--- config.mk ---
export PLATFORM = sky130hd
export DESIGN_NAME = awgn_scale_stream_flat
export DESIGN_NICKNAME = d
export VERILOG_FILES = /design/src/rtl/awgn_scale_stream_if.sv /design/src/rtl/awgn_scale_stream.sv /design/src/flat_wrapper.sv
export SDC_FILE = /design/constraint.sdc
export NUM_CORES = 1
export LEC_CHECK = 0
export ABC_CLOCK_PERIOD_IN_PS = 11000
export CELL_PAD_IN_SITES_DETAIL_PLACEMENT = 1
export CELL_PAD_IN_SITES_GLOBAL_PLACEMENT = 2
export CORE_AREA = 2 2 263 239
export CTS_CLUSTER_SIZE = 28
export DETAILED_ROUTE_END_ITERATION = 8
export DIE_AREA = 0 0 265 241
export GPL_ROUTABILITY_DRIVEN = 0
export PLACE_DENSITY_LB_ADDON = 0.15
export SETUP_SLACK_MARGIN = 0.2
export SYNTH_ARGS = -nofsm -noshare
export SYNTH_HDL_FRONTEND = slang
export SYNTH_SLANG_ARGS = --single-unit
--- constraint.sdc ---
create_clock -name clk -period 11 [get_ports clk]
set_clock_uncertainty 0.2 [all_clocks]
set_input_delay 2.2 -clock clk [delete_from_list [all_inputs] [get_ports clk]]
set_output_delay 2.2 -clock clk [all_outputs]
set_load 0.005 [all_outputs]
--- src/rtl/awgn_scale_stream_if.sv ---
// Output sample stream of awgn_scale_stream.
// A show-ahead valid/ready beat that carries a channel tag and a last-channel marker.
interface awgn_scale_stream_if #(
    parameter int OUT_W = 12,
    parameter int CH_W  = 2
);
    logic             out_valid;
    logic             out_ready;
    logic [OUT_W-1:0] out_data;
    logic [CH_W-1:0]  out_ch;
    logic             out_last;

    modport master (output out_valid, out_data, out_ch, out_last, input out_ready);
    modport slave  (input out_valid, out_data, out_ch, out_last, output out_ready);
endinterface

--- src/rtl/awgn_scale_stream.sv ---
// Gaussian noise post-processor. It serialises NCH raw samples, applies a sigma gain with
// round-half-up and saturation, and buffers the results in a credit-protected FIFO.
module awgn_scale_stream #(
    parameter int NCH    = 4,
    parameter int IN_W   = 16,
    parameter int OUT_W  = 12,
    parameter int GAIN_W = 16,
    parameter int FRAC   = 14,
    parameter int DEPTH  = 16,
    parameter int WARMUP = 16
) (
    input  logic                    clk,
    input  logic                    rst,
    input  logic                    enable_i,
    input  logic                    in_valid_i,
    input  logic [NCH*IN_W-1:0]     in_data_i,
    input  logic [GAIN_W-1:0]       gain_i,
    output logic                    warm_o,
    output logic [15:0]             drop_cnt_o,
    awgn_scale_stream_if.master     out_if
);
    localparam int CH_W  = (NCH > 1) ? $clog2(NCH) : 1;
    localparam int SH    = FRAC + IN_W - OUT_W;
    localparam int P_W   = IN_W + GAIN_W + 1;
    localparam int CNT_W = $clog2(DEPTH + 1);
    localparam int PTR_W = $clog2(DEPTH);
    localparam int WC_W  = $clog2(WARMUP + 1);

    localparam logic signed [P_W:0] HALF  = {{(P_W-SH+1){1'b0}}, 1'b1, {(SH-1){1'b0}}};
    localparam logic signed [P_W:0] MAX_V = {{(P_W-OUT_W+2){1'b0}}, {(OUT_W-1){1'b1}}};
    localparam logic signed [P_W:0] MIN_V = {{(P_W-OUT_W+2){1'b1}}, {(OUT_W-1){1'b0}}};

    typedef struct packed {
        logic [CH_W-1:0]  ch;
        logic [OUT_W-1:0] data;
    } entry_t;

    logic                    warm_q;
    logic [WC_W-1:0]         warm_cnt_q;
    logic [15:0]             drop_q;
    logic                    ser_act_q;
    logic [CH_W-1:0]         ser_idx_q;
    logic [NCH*IN_W-1:0]     ser_vec_q;
    logic [GAIN_W-1:0]       ser_gain_q;
    logic signed [P_W-1:0]   prod_q;
    logic                    prod_v_q;
    logic [CH_W-1:0]         prod_ch_q;
    logic [OUT_W-1:0]        res_q;
    logic                    res_v_q;
    logic [CH_W-1:0]         res_ch_q;
    entry_t                  mem_q [DEPTH];
    logic [PTR_W-1:0]        wr_ptr_q, rd_ptr_q;
    logic [CNT_W-1:0]        count_q;

    logic                    offered, ser_idle, accept, drop, push, pop;
    int                      ser_rem, credit;
    logic signed [IN_W-1:0]  x_cur;
    logic signed [P_W-1:0]   prod_d;
    logic signed [P_W:0]     rnd, rnd_sh;
    logic [OUT_W-1:0]        res_d;
    entry_t                  head;

    function automatic logic [PTR_W-1:0] ptr_inc(input logic [PTR_W-1:0] p);
        return (p == PTR_W'(DEPTH - 1)) ? '0 : p + 1'b1;
    endfunction

    // The serialiser frees up on the cycle its last channel enters the multiplier.
    assign offered  = enable_i & in_valid_i;
    assign ser_idle = !ser_act_q || (ser_idx_q == CH_W'(NCH - 1));
    assign push     = res_v_q;
    assign pop      = out_if.out_valid & out_if.out_ready;
    assign x_cur    = ser_vec_q[int'(ser_idx_q)*IN_W +: IN_W];
    assign prod_d   = x_cur * $signed({1'b0, ser_gain_q});
    assign head     = mem_q[rd_ptr_q];

    // NOTE: every variable driven here gets a value on every path, so no latch is inferred.
    always_comb begin
        ser_rem = ser_act_q ? (NCH - int'(ser_idx_q)) : 0;
        credit  = DEPTH - int'(count_q) - ser_rem - int'(prod_v_q) - int'(res_v_q);
        accept  = offered && warm_q && ser_idle && (credit >= NCH);
        drop    = offered && warm_q && !accept;
        rnd     = {prod_q[P_W-1], prod_q} + HALF;
        rnd_sh  = rnd >>> SH;
        if (rnd_sh > MAX_V)      res_d = MAX_V[OUT_W-1:0];
        else if (rnd_sh < MIN_V) res_d = MIN_V[OUT_W-1:0];
        else                     res_d = rnd_sh[OUT_W-1:0];
    end

    // NOTE: state uses non-blocking assignments so all registers update from pre-edge values.
    always_ff @(posedge clk) begin
        if (rst) begin
            warm_q     <= 1'b0;
            warm_cnt_q <= '0;
            drop_q     <= '0;
            ser_act_q  <= 1'b0;
            ser_idx_q  <= '0;
            ser_vec_q  <= '0;
            ser_gain_q <= '0;
            prod_q     <= '0;
            prod_v_q   <= 1'b0;
            prod_ch_q  <= '0;
            res_q      <= '0;
            res_v_q    <= 1'b0;
            res_ch_q   <= '0;
            wr_ptr_q   <= '0;
            rd_ptr_q   <= '0;
            count_q    <= '0;
        end else begin
            if (offered && !warm_q) begin
                warm_cnt_q <= warm_cnt_q + 1'b1;
                if (warm_cnt_q == WC_W'(WARMUP - 1)) warm_q <= 1'b1;
            end
            if (drop && drop_q != 16'hFFFF) drop_q <= drop_q + 16'd1;

            if (accept) begin
                ser_act_q  <= 1'b1;
                ser_idx_q  <= '0;
                ser_vec_q  <= in_data_i;
                ser_gain_q <= gain_i;
            end else if (ser_act_q) begin
                if (ser_idx_q == CH_W'(NCH - 1)) ser_act_q <= 1'b0;
                else                             ser_idx_q <= ser_idx_q + 1'b1;
            end

            prod_q    <= prod_d;
            prod_v_q  <= ser_act_q;
            prod_ch_q <= ser_idx_q;
            res_q     <= res_d;
            res_v_q   <= prod_v_q;
            res_ch_q  <= prod_ch_q;

            if (push) wr_ptr_q <= ptr_inc(wr_ptr_q);
            if (pop)  rd_ptr_q <= ptr_inc(rd_ptr_q);
            count_q <= count_q + CNT_W'(push) - CNT_W'(pop);
        end
    end

    // NOTE: FIFO storage is not reset; the pointers and count alone decide which entries are live.
    always_ff @(posedge clk) begin
        if (push) mem_q[wr_ptr_q] <= '{ch: res_ch_q, data: res_q};
    end

    assign out_if.out_valid = (count_q != '0);
    assign out_if.out_data  = out_if.out_valid ? head.data : '0;
    assign out_if.out_ch    = out_if.out_valid ? head.ch : '0;
    assign out_if.out_last  = out_if.out_valid && (head.ch == CH_W'(NCH - 1));
    assign warm_o           = warm_q;
    assign drop_cnt_o       = drop_q;
endmodule
--- src/flat_wrapper.sv ---
// flat-port wrapper written by rule: the top's interface ports become plain ports
module awgn_scale_stream_flat 
#(
    parameter int NCH    = 4,
    parameter int IN_W   = 16,
    parameter int OUT_W  = 12,
    parameter int GAIN_W = 16,
    parameter int FRAC   = 14,
    parameter int DEPTH  = 16,
    parameter int WARMUP = 16
)
  (clk, rst, enable_i, in_valid_i, in_data_i, gain_i, warm_o, drop_cnt_o, out_if_out_valid, out_if_out_data, out_if_out_ch, out_if_out_last, out_if_out_ready);
  awgn_scale_stream_if #(.OUT_W(OUT_W)) out_if_i ();
  input  logic clk;
  input  logic rst;
  input  logic enable_i;
  input  logic in_valid_i;
  input  logic [NCH*IN_W-1:0] in_data_i;
  input  logic [GAIN_W-1:0] gain_i;
  output logic warm_o;
  output logic [15:0] drop_cnt_o;
  output wire logic [$bits(out_if_i.out_valid)-1:0] out_if_out_valid;
  output wire logic [$bits(out_if_i.out_data)-1:0] out_if_out_data;
  output wire logic [$bits(out_if_i.out_ch)-1:0] out_if_out_ch;
  output wire logic [$bits(out_if_i.out_last)-1:0] out_if_out_last;
  input wire logic [$bits(out_if_i.out_ready)-1:0] out_if_out_ready;
  assign out_if_out_valid = out_if_i.out_valid;
  assign out_if_out_data = out_if_i.out_data;
  assign out_if_out_ch = out_if_i.out_ch;
  assign out_if_out_last = out_if_i.out_last;
  assign out_if_i.out_ready = out_if_out_ready;
  awgn_scale_stream #(.NCH(NCH), .IN_W(IN_W), .OUT_W(OUT_W), .GAIN_W(GAIN_W), .FRAC(FRAC), .DEPTH(DEPTH), .WARMUP(WARMUP)) u_core (.clk(clk), .rst(rst), .enable_i(enable_i), .in_valid_i(in_valid_i), .in_data_i(in_data_i), .gain_i(gain_i), .warm_o(warm_o), .drop_cnt_o(drop_cnt_o), .out_if(out_if_i));
endmodule
* Word level (Yosys, flattened, before mapping)
Memories as Yosys holds them, arrays and structs flattened. A register that Yosys moved wholly into a read port is not among the register bits.
Cells that the tools add are included.
** Word-level totals
- Memories kept :: 1
- Word-level logic and storage cells :: 75
- Input bits :: 85
- Output and inout port bits :: 33
- Memory bits (writable) :: 224
- Flip-flop bits (word level) :: 169
** Operators by class
- Reductions and logical operators :: 16
- Bitwise operators :: 3
- Shift-type cells :: 1
- Add/sub/neg operators :: 13
- Eq/ne operators :: 6
- Multipliers :: 1
- $lt $le $gt $ge :: 3
- Mux-type cells :: 14
** Memories
- u_core.mem_q :: depth 16, width 14, rd ports 1, clocked after memory_dff 1, wr ports 1, line awgn_scale_stream.sv:51 : entry_t mem_q [DEPTH];
** Operator list (number)
- indexed part select 64 x 7 -> 16 bit :: 1
- subtractor 32 x 2 -> 32 bit :: 2
- adder 33 x 19 -> 34 bit, second input constant :: 1
- multiplier 16 x 17 -> 33 bit :: 1
- greater-or-equal comparator 32 x 4 -> 1 bit, second input constant :: 1
- two-way mux 32 bit :: 1
- subtractor 32 bit :: 1
- two-way mux 12 bit :: 2
- adder 16 x 1 -> 16 bit, second input constant :: 1
- > comparator 16 x 12 -> 1 bit, second input constant :: 1
- < comparator 16 x 12 -> 1 bit, second input constant :: 1
- two-way mux 4 bit :: 4
- inequality test 16 bit, second input constant :: 1
- two-way mux 11 bit :: 1
- adder 4 x 1 -> 4 bit, second input constant :: 2
- == test 4 bit, second input constant :: 2
- logical AND 1 bit :: 7
- subtractor 5 x 5 -> 6 bit, first input constant :: 1
- adder 5 x 1 -> 5 bit :: 1
- adder 5 x 1 -> 5 bit, second input constant :: 1
- == test 5 x 4 -> 1 bit, second input constant :: 1
- two-way mux 1 bit :: 5
- nonzero test 5 bit :: 1
- subtractor 5 x 1 -> 5 bit :: 1
- other kinds (10) :: 16

* Depth between registers and ports, before layout
Gate-level depths: netlist of the first run.
- Word-level depth :: 10
- Mapped depth :: 24
- Depth with buffers taken out :: 20

* Worst setup path before layout of the first run
OpenSTA, ideal clock, no wires.
- Path kind :: register to register
- Start point :: register u_core.ser_idx_q[0]
- End point :: register u_core.prod_q[27]
- Slack :: 3.799 ns
- Setup time :: 0.121 ns
- Arrival :: 6.880 ns
- Path buffers :: 4
- Stages on the path, launching flop included :: 23
- Cell sequence :: dfxtp_1 buf_6 buf_1 inv_1 o21ai_1 clkbuf_1 nor2_1 fa_1 fa_1 fa_1 fa_1 fa_1 inv_1 fa_1 inv_1 ha_1 clkbuf_1 a21oi_1 o211a_1 o221ai_1 o311a_4 a21oi_1 mux2_2
** Between the ends
- Cells in the longest elaborated chain, start to end :: 2
** Ends and longest elaborated chain
- start: declaration :: line awgn_scale_stream.sv:42 : logic [CH_W-1:0] ser_idx_q;
- start signal: assignment :: line awgn_scale_stream.sv:122 : else ser_idx_q <= ser_idx_q + 1'b1;
- indexed part select 64 x 7 -> 16 bit :: line awgn_scale_stream.sv:72 : assign x_cur = ser_vec_q[int'(ser_idx_q)*IN_W +: IN_W];
- multiplier 16 x 17 -> 33 bit :: line awgn_scale_stream.sv:73 : assign prod_d = x_cur * $signed({1'b0, ser_gain_q});
- end signal: assignment :: line awgn_scale_stream.sv:125 : prod_q <= prod_d;
- end: declaration :: line awgn_scale_stream.sv:45 : logic signed [P_W-1:0] prod_q;
No other way between the ends.
A chain may end at the register's enable or synchronous reset.

* Final worst setup path of the first run
- Start point :: register u_core.ser_idx_q[1]
- End point :: register u_core.prod_q[26]
The elaborated chain is that of the path after synthesis.

==> results of run 1 <==
-- worst min path at each step --
| stage | startpoint | end | slack, ns |
|---|---|---|---|
| 3_3_place_gp | u_core.prod_ch_q[1]$_SDFF_PP0_ | u_core.res_ch_q[1]$_SDFF_PP0_ | 0.23 |
| 6_report | u_core.prod_ch_q[1]$_SDFF_PP0_ | u_core.res_ch_q[1]$_SDFF_PP0_ | 0.24 |
| 3_5_place_dp | u_core.prod_ch_q[1]$_SDFF_PP0_ | u_core.res_ch_q[1]$_SDFF_PP0_ | 0.23 |
| 2_1_floorplan | u_core.prod_ch_q[0]$_SDFF_PP0_ | u_core.res_ch_q[0]$_SDFF_PP0_ | 0.21 |
| 4_1_cts | u_core.prod_ch_q[1]$_SDFF_PP0_ | u_core.res_ch_q[1]$_SDFF_PP0_ | 0.24 |
| 5_1_grt | u_core.ser_vec_q[34]$_SDFFE_PP0P_ | u_core.ser_vec_q[34]$_SDFFE_PP0P_ | 0.26 |
-- registers in the layout, indices dropped and copies added (netlist names), named ones only --
signal and cells:
u_core.count_q 5, u_core.drop_cnt_o 16, u_core.mem_q 224, u_core.prod_ch_q 2
u_core.prod_q 16, u_core.prod_v_q 1, u_core.push 1, u_core.rd_ptr_q 4
u_core.res_ch_q 2, u_core.res_q 12, u_core.ser_act_q 1, u_core.ser_gain_q 16
u_core.ser_idx_q 2, u_core.ser_vec_q 64, u_core.warm_cnt_q 5, u_core.warm_o 1
u_core.wr_ptr_q 4
-- stage by stage --
step / area [um^2] / worst slack (ns) / power [mW]
5_1_grt: 27500 / 2.94 / 3.70
3_5_place_dp: 26100 / 3.34 / 2.20
4_1_cts: 27500 / 3.32 / 3.58
6_report: 27500 / 3.39 / 3.54
3_3_place_gp: 26100 / 3.44 / 2.18
2_1_floorplan: 24300 / 3.80 / 1.97
-- cell families (layout without fill, tap and decap cells) --
family,after synthesis,count (layout)
AND/OR/NAND/NOR,698,698
flip-flops,380,380
buffers and inverters,352,450
adder cells (fa/ha/maj),349,349
AO/OA/AOI/OAI,241,241
multiplexers,103,103
XOR/XNOR,30,30
-- layer usage --
metal  vias up  share of wire, %  GRT usage [%]
met1      8350                50           31.8
li1       7430                 -              -
met5         -                 0              0
met2       321                45           32.4
met4         0               1.3           4.06
met3        60               4.4           2.75
-- worst reg2reg max path: cells and delay by family (launching register included) --
family                     cells  cell delay, ns
AOI/OAI and AO/OA              4            1.25
DFF                            1            1.01
and+or+nand+nor                2            0.38
buffers and inverters          4            0.20
adders and majority gates      7            3.48
muxes                          2            0.95
-- where the power goes --
group	total [mW]	switching, mW	internal, mW
Clock	1.38	0.593	0.782
Sequential	1.55	0.0465	1.50
Combinational	0.610	0.277	0.334
-- layout make-up --
| class | count | area, um^2 |
|---|---|---|
| fillers | 6514 | 33400 |
| well taps | 792 | 991 |
| clock buffers | 61 | 1220 |
| flip-flops and latches | 380 | 9860 |
| inverters | 247 | 927 |
| repair buffers | 127 | 1250 |
| multi-input cells | 1421 | 13100 |
| clock inverters | 15 | 128 |
-- cells in the mapped netlist, types with 7 or more instances --
cell,n,share of area (%)
a21o_1,22,0.68
a21oi_1,125,2.6
and2_1,149,3.8
and3_1,14,0.36
buf_2,10,0.21
clkbuf_1,87,1.3
dfxtp_1,156,13
edfxtp_1,224,28
fa_1,196,16
ha_1,153,7.9
inv_1,247,3.8
mux2_2,11,0.51
mux2i_1,7,0.29
mux4_2,83,7.7
nand2_1,331,5.1
nand3_1,25,0.52
nand4_1,15,0.39
nor2_1,66,1.0
nor2b_1,24,0.62
nor3_1,15,0.31
nor4b_1,7,0.25
o21ai_0,30,0.62
or3_1,11,0.28
xnor2_1,15,0.54
xor2_1,15,0.54
==> reports/results.ini, run 1 <==
[floorplanning]
chipWidth_um=265
core_region_area_um2=60900
die_h_um=241
io_pins=118
core.rowCount=86
dieArea_um2=63900
floorplan.initialDensity_pct=39.8

[layout]
num_antenna_cells=0
flow.area_growth_from_synthesis_pct=13.1
drive_above_1_share_pct=8.40
mostFrequentLayoutCell=nand2_1
postLayoutCoreUtil_pct=45.1
nNetsFinal=2653
final_cell_count_no_fill=3043
most-common-layout-cells=331 x nand2_1, 247 x inv_1, 224 x edfxtp_1

[logic_synthesis]
synth_mux_area_share_pct=8.60
ys.warnings.count=0
synth_compound_gate_area_share_pct=6.12
synth_top_flop_cell=edfxtp_1
synth_cell_types=71
syn-cell-area_um2=24300
synth_edf_count=224
synthXorXnorAreaFrac_pct=1.08
synthesis.area_per_instance_um2=11.3
ys_async_sr_fraction_pct=0
post_synth_fa_ha_maj_area_fraction_pct=24.1
mappedNetlistNets=2587
synth_simple_gate_area_share_pct=14.0
synth_seq_area_share_pct=40.6
main_combinational_cell_family_by_area_after_synthesis=adder cells
post_synth_inst_count=2153
ys_ff_latch=380

[drt]
dr.pass1.iters=5
detail-route-antenna-nets=0
drtIter0Drc=1109
via_per_inst=5.31
detail_route.wirelength_mm=65.6
routed-via-count=16161
drc=0
post_drt_wl_per_cell_um=21.6

[setup_path]
cp-endpoint=u_core.prod_q[26]$_SDFF_PP0_
timing.critical_path.mode_cell=fa_1
cp_delay_by_family_top=adder cells
cell_by_cell_trace_of_the_critical_path=mux4_2 > and2_1 > fa_1 > inv_1 > fa_1 > fa_1 > inv_1 > fa_1 > fa_1 > inv_1 > fa_1 > inv_1 > ha_1 > a21oi_1 > o2111ai_1 > a2111oi_2 > nor3_1 > a311oi_1 > mux2_1
critical_path.n_buffers_inverters=4
worst_path_class_setup=flip-flop to flip-flop
worst_setup_path_startpoint=u_core.ser_idx_q[1]$_SDFFE_PP0P_
critPathMaxFanout=20
critical-path-slowest-cell=dfxtp_1
critical_path_required_ns=11.26
worst_ep_arrival_time_ns=7.87
path_length_in_cells_of_the_critical_path=19
cp-end-kind=flip-flop
reg2regPathDepth=19
worstSetupStartpointType=flip-flop
r2r-start=u_core.ser_idx_q[1]$_SDFFE_PP0P_
r2r-end=u_core.prod_q[26]$_SDFF_PP0_
regToRegSetupSlack_ns=3.39
timing.critical_path.slowest_cell_delay_ns=1.01

[power]
vdd_drop_max_mv=0.101
pwr_density_cell_nw_per_um2=129
leakage_nw=11.0

[clocking]
clk_pin_slew_ns=0.06
tritoncts_clock_tree=built
clk_latency_ns=0.58
cts.hold.buffers_added=0
number_of_buffers_created_by_cts=42
ctsLongestPathBuffers=3
post_cts_buffers=0
ctsRootBufferMaster=clkbuf_16
post_cts_resized=0
h_tree_depth=2
cts.sink_count=380

[sta]
finalSetupTns_ns=0
min_period_over_period_pct=69.2
post-route-min-period_ns=7.61
final_hold_viol_count=0
worst_slew_pin_slew_ns=1.16
hold-worst-slack_ns=0.238
maxSlewViolCount=0
headroom_to_the_max_slew_limit_pct=22.6
setup_viol_count_final=0
rsz0062_at_grt=false
achievable-frequency_ghz=0.131

[global_route]
grt_pass1_vias=17514
grt_start_max_net_pins=94
global_route_wire_length_before_repair_mm=103
grt_usage_pct=21.0
grt_antenna_before_repair=2
overflow_left_after_global_routing=0

[placement]
io_buffer_count=117
cell_count_post_placement=2967
place.detailed.hpwl_mm=46.8

[hold_path]
worst_hold_path_type=flip-flop to flip-flop
worst_hold_path.num_cells=1

[job]
max-cap-violations=0

[run_status]
outcome=finished, final reports clean

No activity file was read; power rests on OpenSTA's default activity.
==> run 2: changes to the inputs <==
--- a/config.mk
+++ b/config.mk
@@ -5,7 +5,7 @@
 export SDC_FILE = /design/constraint.sdc
 export NUM_CORES = 1
 export LEC_CHECK = 0
-export ABC_CLOCK_PERIOD_IN_PS = 11000
+export ABC_CLOCK_PERIOD_IN_PS = 7600
 export CELL_PAD_IN_SITES_DETAIL_PLACEMENT = 1
 export CELL_PAD_IN_SITES_GLOBAL_PLACEMENT = 2
 export CORE_AREA = 2 2 263 239
==> constraint.sdc (replaced) <==
create_clock -name clk -period 7.6 [get_ports clk]
set_clock_uncertainty 0.2 [all_clocks]
set_input_delay 1.52 -clock clk [delete_from_list [all_inputs] [get_ports clk]]
set_output_delay 1.52 -clock clk [all_outputs]
set_load 0.005 [all_outputs]
==> run 2 against run 1 <==
- die area unchanged
- final cell count increased by 0.59%
- total power increased by 46%
- combinational power increased by 41%
- register-to-register slack got worse by 2.9 ns
- routed wire length decreased by 1.4%
- sequential cell count unchanged
- global-route usage decreased by 0.40 points
- core utilization increased by 0.36 points
- cell area increased by 0.79%
- non-clock buffer count increased by 16
- via count decreased by 0.26%
- highest routed layer unchanged
==> reports/results.ini, run 2 (synthesis results as in run 1) <==
[clocking]
number_of_buffers_created_by_cts=42
ctsRootBufferMaster=clkbuf_16
ctsLongestPathBuffers=3
cts.sink_count=380
h_tree_depth=2
tritoncts_clock_tree=built
clk_latency_ns=0.57
clk_pin_slew_ns=0.06
cts.hold.buffers_added=0

[layout]
largest_registers=u_core.mem_q x224, u_core.ser_vec_q x64
num_antenna_cells=0
drive_above_1_share_pct=9.26
mostFrequentLayoutCell=nand2_1
nNetsFinal=2669
most-common-layout-cells=331 x nand2_1, 247 x inv_1, 224 x edfxtp_1
largest_reg_flops=224
registers.top_by_ff_count=u_core.mem_q
flow.area_growth_from_synthesis_pct=14.0
final_cell_count_no_fill=3061

[setup_path]
critPathMaxFanout=18
worst_ep_arrival_time_ns=7.37
worst_path_class_setup=flip-flop to flip-flop
cell_by_cell_trace_of_the_critical_path=buf_12 > mux4_2 > buf_4 > and2_1 > fa_1 > inv_1 > fa_1 > fa_1 > inv_1 > fa_1 > fa_1 > inv_1 > fa_1 > inv_1 > ha_1 > a21oi_2 > o2111ai_1 > a2111oi_2 > buf_4 > nor4b_2 > or4_1 > nand4_1
cp-end-kind=flip-flop
critical_path_required_ns=7.90
timing.critical_path.slowest_cell_delay_ns=0.65
worstSetupStartpointType=flip-flop
timing.critical_path.mode_cell=fa_1
critical-path-slowest-cell=mux4_2

[placement]
dp_worst_setup_slack_ns=0.418
cell_count_post_placement=2976
io_buffer_count=117
place.detailed.hpwl_mm=46.7

[global_route]
global_route_wire_length_before_repair_mm=101
grt_antenna_before_repair=1
grt_usage_pct=20.6
grt_start_max_net_pins=106
overflow_left_after_global_routing=0
grt_pass1_vias=17542

[floorplanning]
floorplan.initialDensity_pct=39.8
chipWidth_um=265
core.rowCount=86
die_h_um=241
io_pins=118
core_region_area_um2=60900
dieArea_um2=63900

[run_status]
outcome=finished, final reports clean

[job]
max-cap-violations=0

[drt]
route.met2.wl_mm=29.0
post_drt_wl_per_cell_um=21.1
routed.top_layer=met4
wl_met3_mm=3.02
wl_met1_mm=31.7
drtIter0Drc=959
detail_route.wirelength_mm=64.7
routed-via-count=16119
via_per_inst=5.27
detail-route-antenna-nets=0
dr.pass1.iters=7
drc=0

[sta]
final_hold_viol_count=0
post-route-min-period_ns=7.07
hold-worst-slack_ns=0.246
min_period_over_period_pct=93.0
headroom_to_the_max_slew_limit_pct=23.6
setup_viol_count_final=0
achievable-frequency_ghz=0.141
worst_slew_pin_slew_ns=1.12
maxSlewViolCount=0
postLayoutSetupSlackWorst_ns=0.532
finalSetupTns_ns=0
rsz0062_at_grt=true

[power]
leakage_nw=11.1
power.total_mw=5.17
pwr_density_cell_nw_per_um2=187
vdd_drop_max_mv=0.131

[hold_path]
worst_hold_path_type=flip-flop to flip-flop

-- run 2: cell count changes in the layout (fill, tap and decap cells not counted), sizes merged --
cell	previous run	this run
clkinvlp	0	3
bufinv	0	3
clkbuf	61	60
inv	251	249
buf	11	27
clkinv	11	10
-- run 2: report_power, final --
part | leakage (nW) | internal [mW] | switching [mW] | total, mW
clock network | 0.671 | 1.19 | 0.861 | 2.05
registers | 3.31 | 2.18 | 0.0790 | 2.26
logic | 7.12 | 0.481 | 0.380 | 0.861
-- run 2: through the flow --
step,util [%],cell area [um^2]
4_1_cts,45.3,27600
6_report,45.4,27700
3_5_place_dp,43.0,26200
5_1_grt,45.4,27700
3_3_place_gp,43.0,26200
2_1_floorplan,-,24300
-- run 2: routing by layer --
layer	track usage [%]	vias to the layer above
met4	4.31	0
li1	-	7469
met3	2.85	71
met5	0	-
met1	30.5	8258
met2	32.3	321
-- run 2: critical path: cells and delay by family (launching register included) --
kind / cells / cell delay, ns
DFF: 1 / 0.36
adders and majority gates: 7 / 3.42
buffers and inverters: 7 / 0.79
muxes: 1 / 0.65
AOI/OAI and AO/OA: 3 / 0.71
and+or+nand+nor: 4 / 0.87
-- run 2: timing repair --
action | in CTS | in global routing
resized for setup | 0 | 6
setup buffers | 0 | 7
endpoints found under the setup margin | 0 | 4
-- run 2: layout make-up --
type / count / area, um^2
fillers: 6505 / 33200
multi-input cells: 1421 / 13100
flip-flops and latches: 380 / 9860
repair buffers: 143 / 1410
clock buffers: 60 / 1170
well taps: 792 / 991
inverters: 247 / 927
clock inverters: 18 / 216
-- run 2: worst paths after layout --
check,from,cells past startpoint,slack (ns),to
hold / removal,u_core.prod_ch_q[1]$_SDFF_PP0_,1,0.25,u_core.res_ch_q[1]$_SDFF_PP0_
hold reg to reg,u_core.prod_ch_q[1]$_SDFF_PP0_,1,0.25,u_core.res_ch_q[1]$_SDFF_PP0_
setup reg to reg,u_core.ser_idx_q[0]$_SDFFE_PP0P_,22,0.53,u_core.prod_q[30]$_SDFF_PP0_
setup / recovery,u_core.ser_idx_q[0]$_SDFFE_PP0P_,22,0.53,u_core.prod_q[30]$_SDFF_PP0_
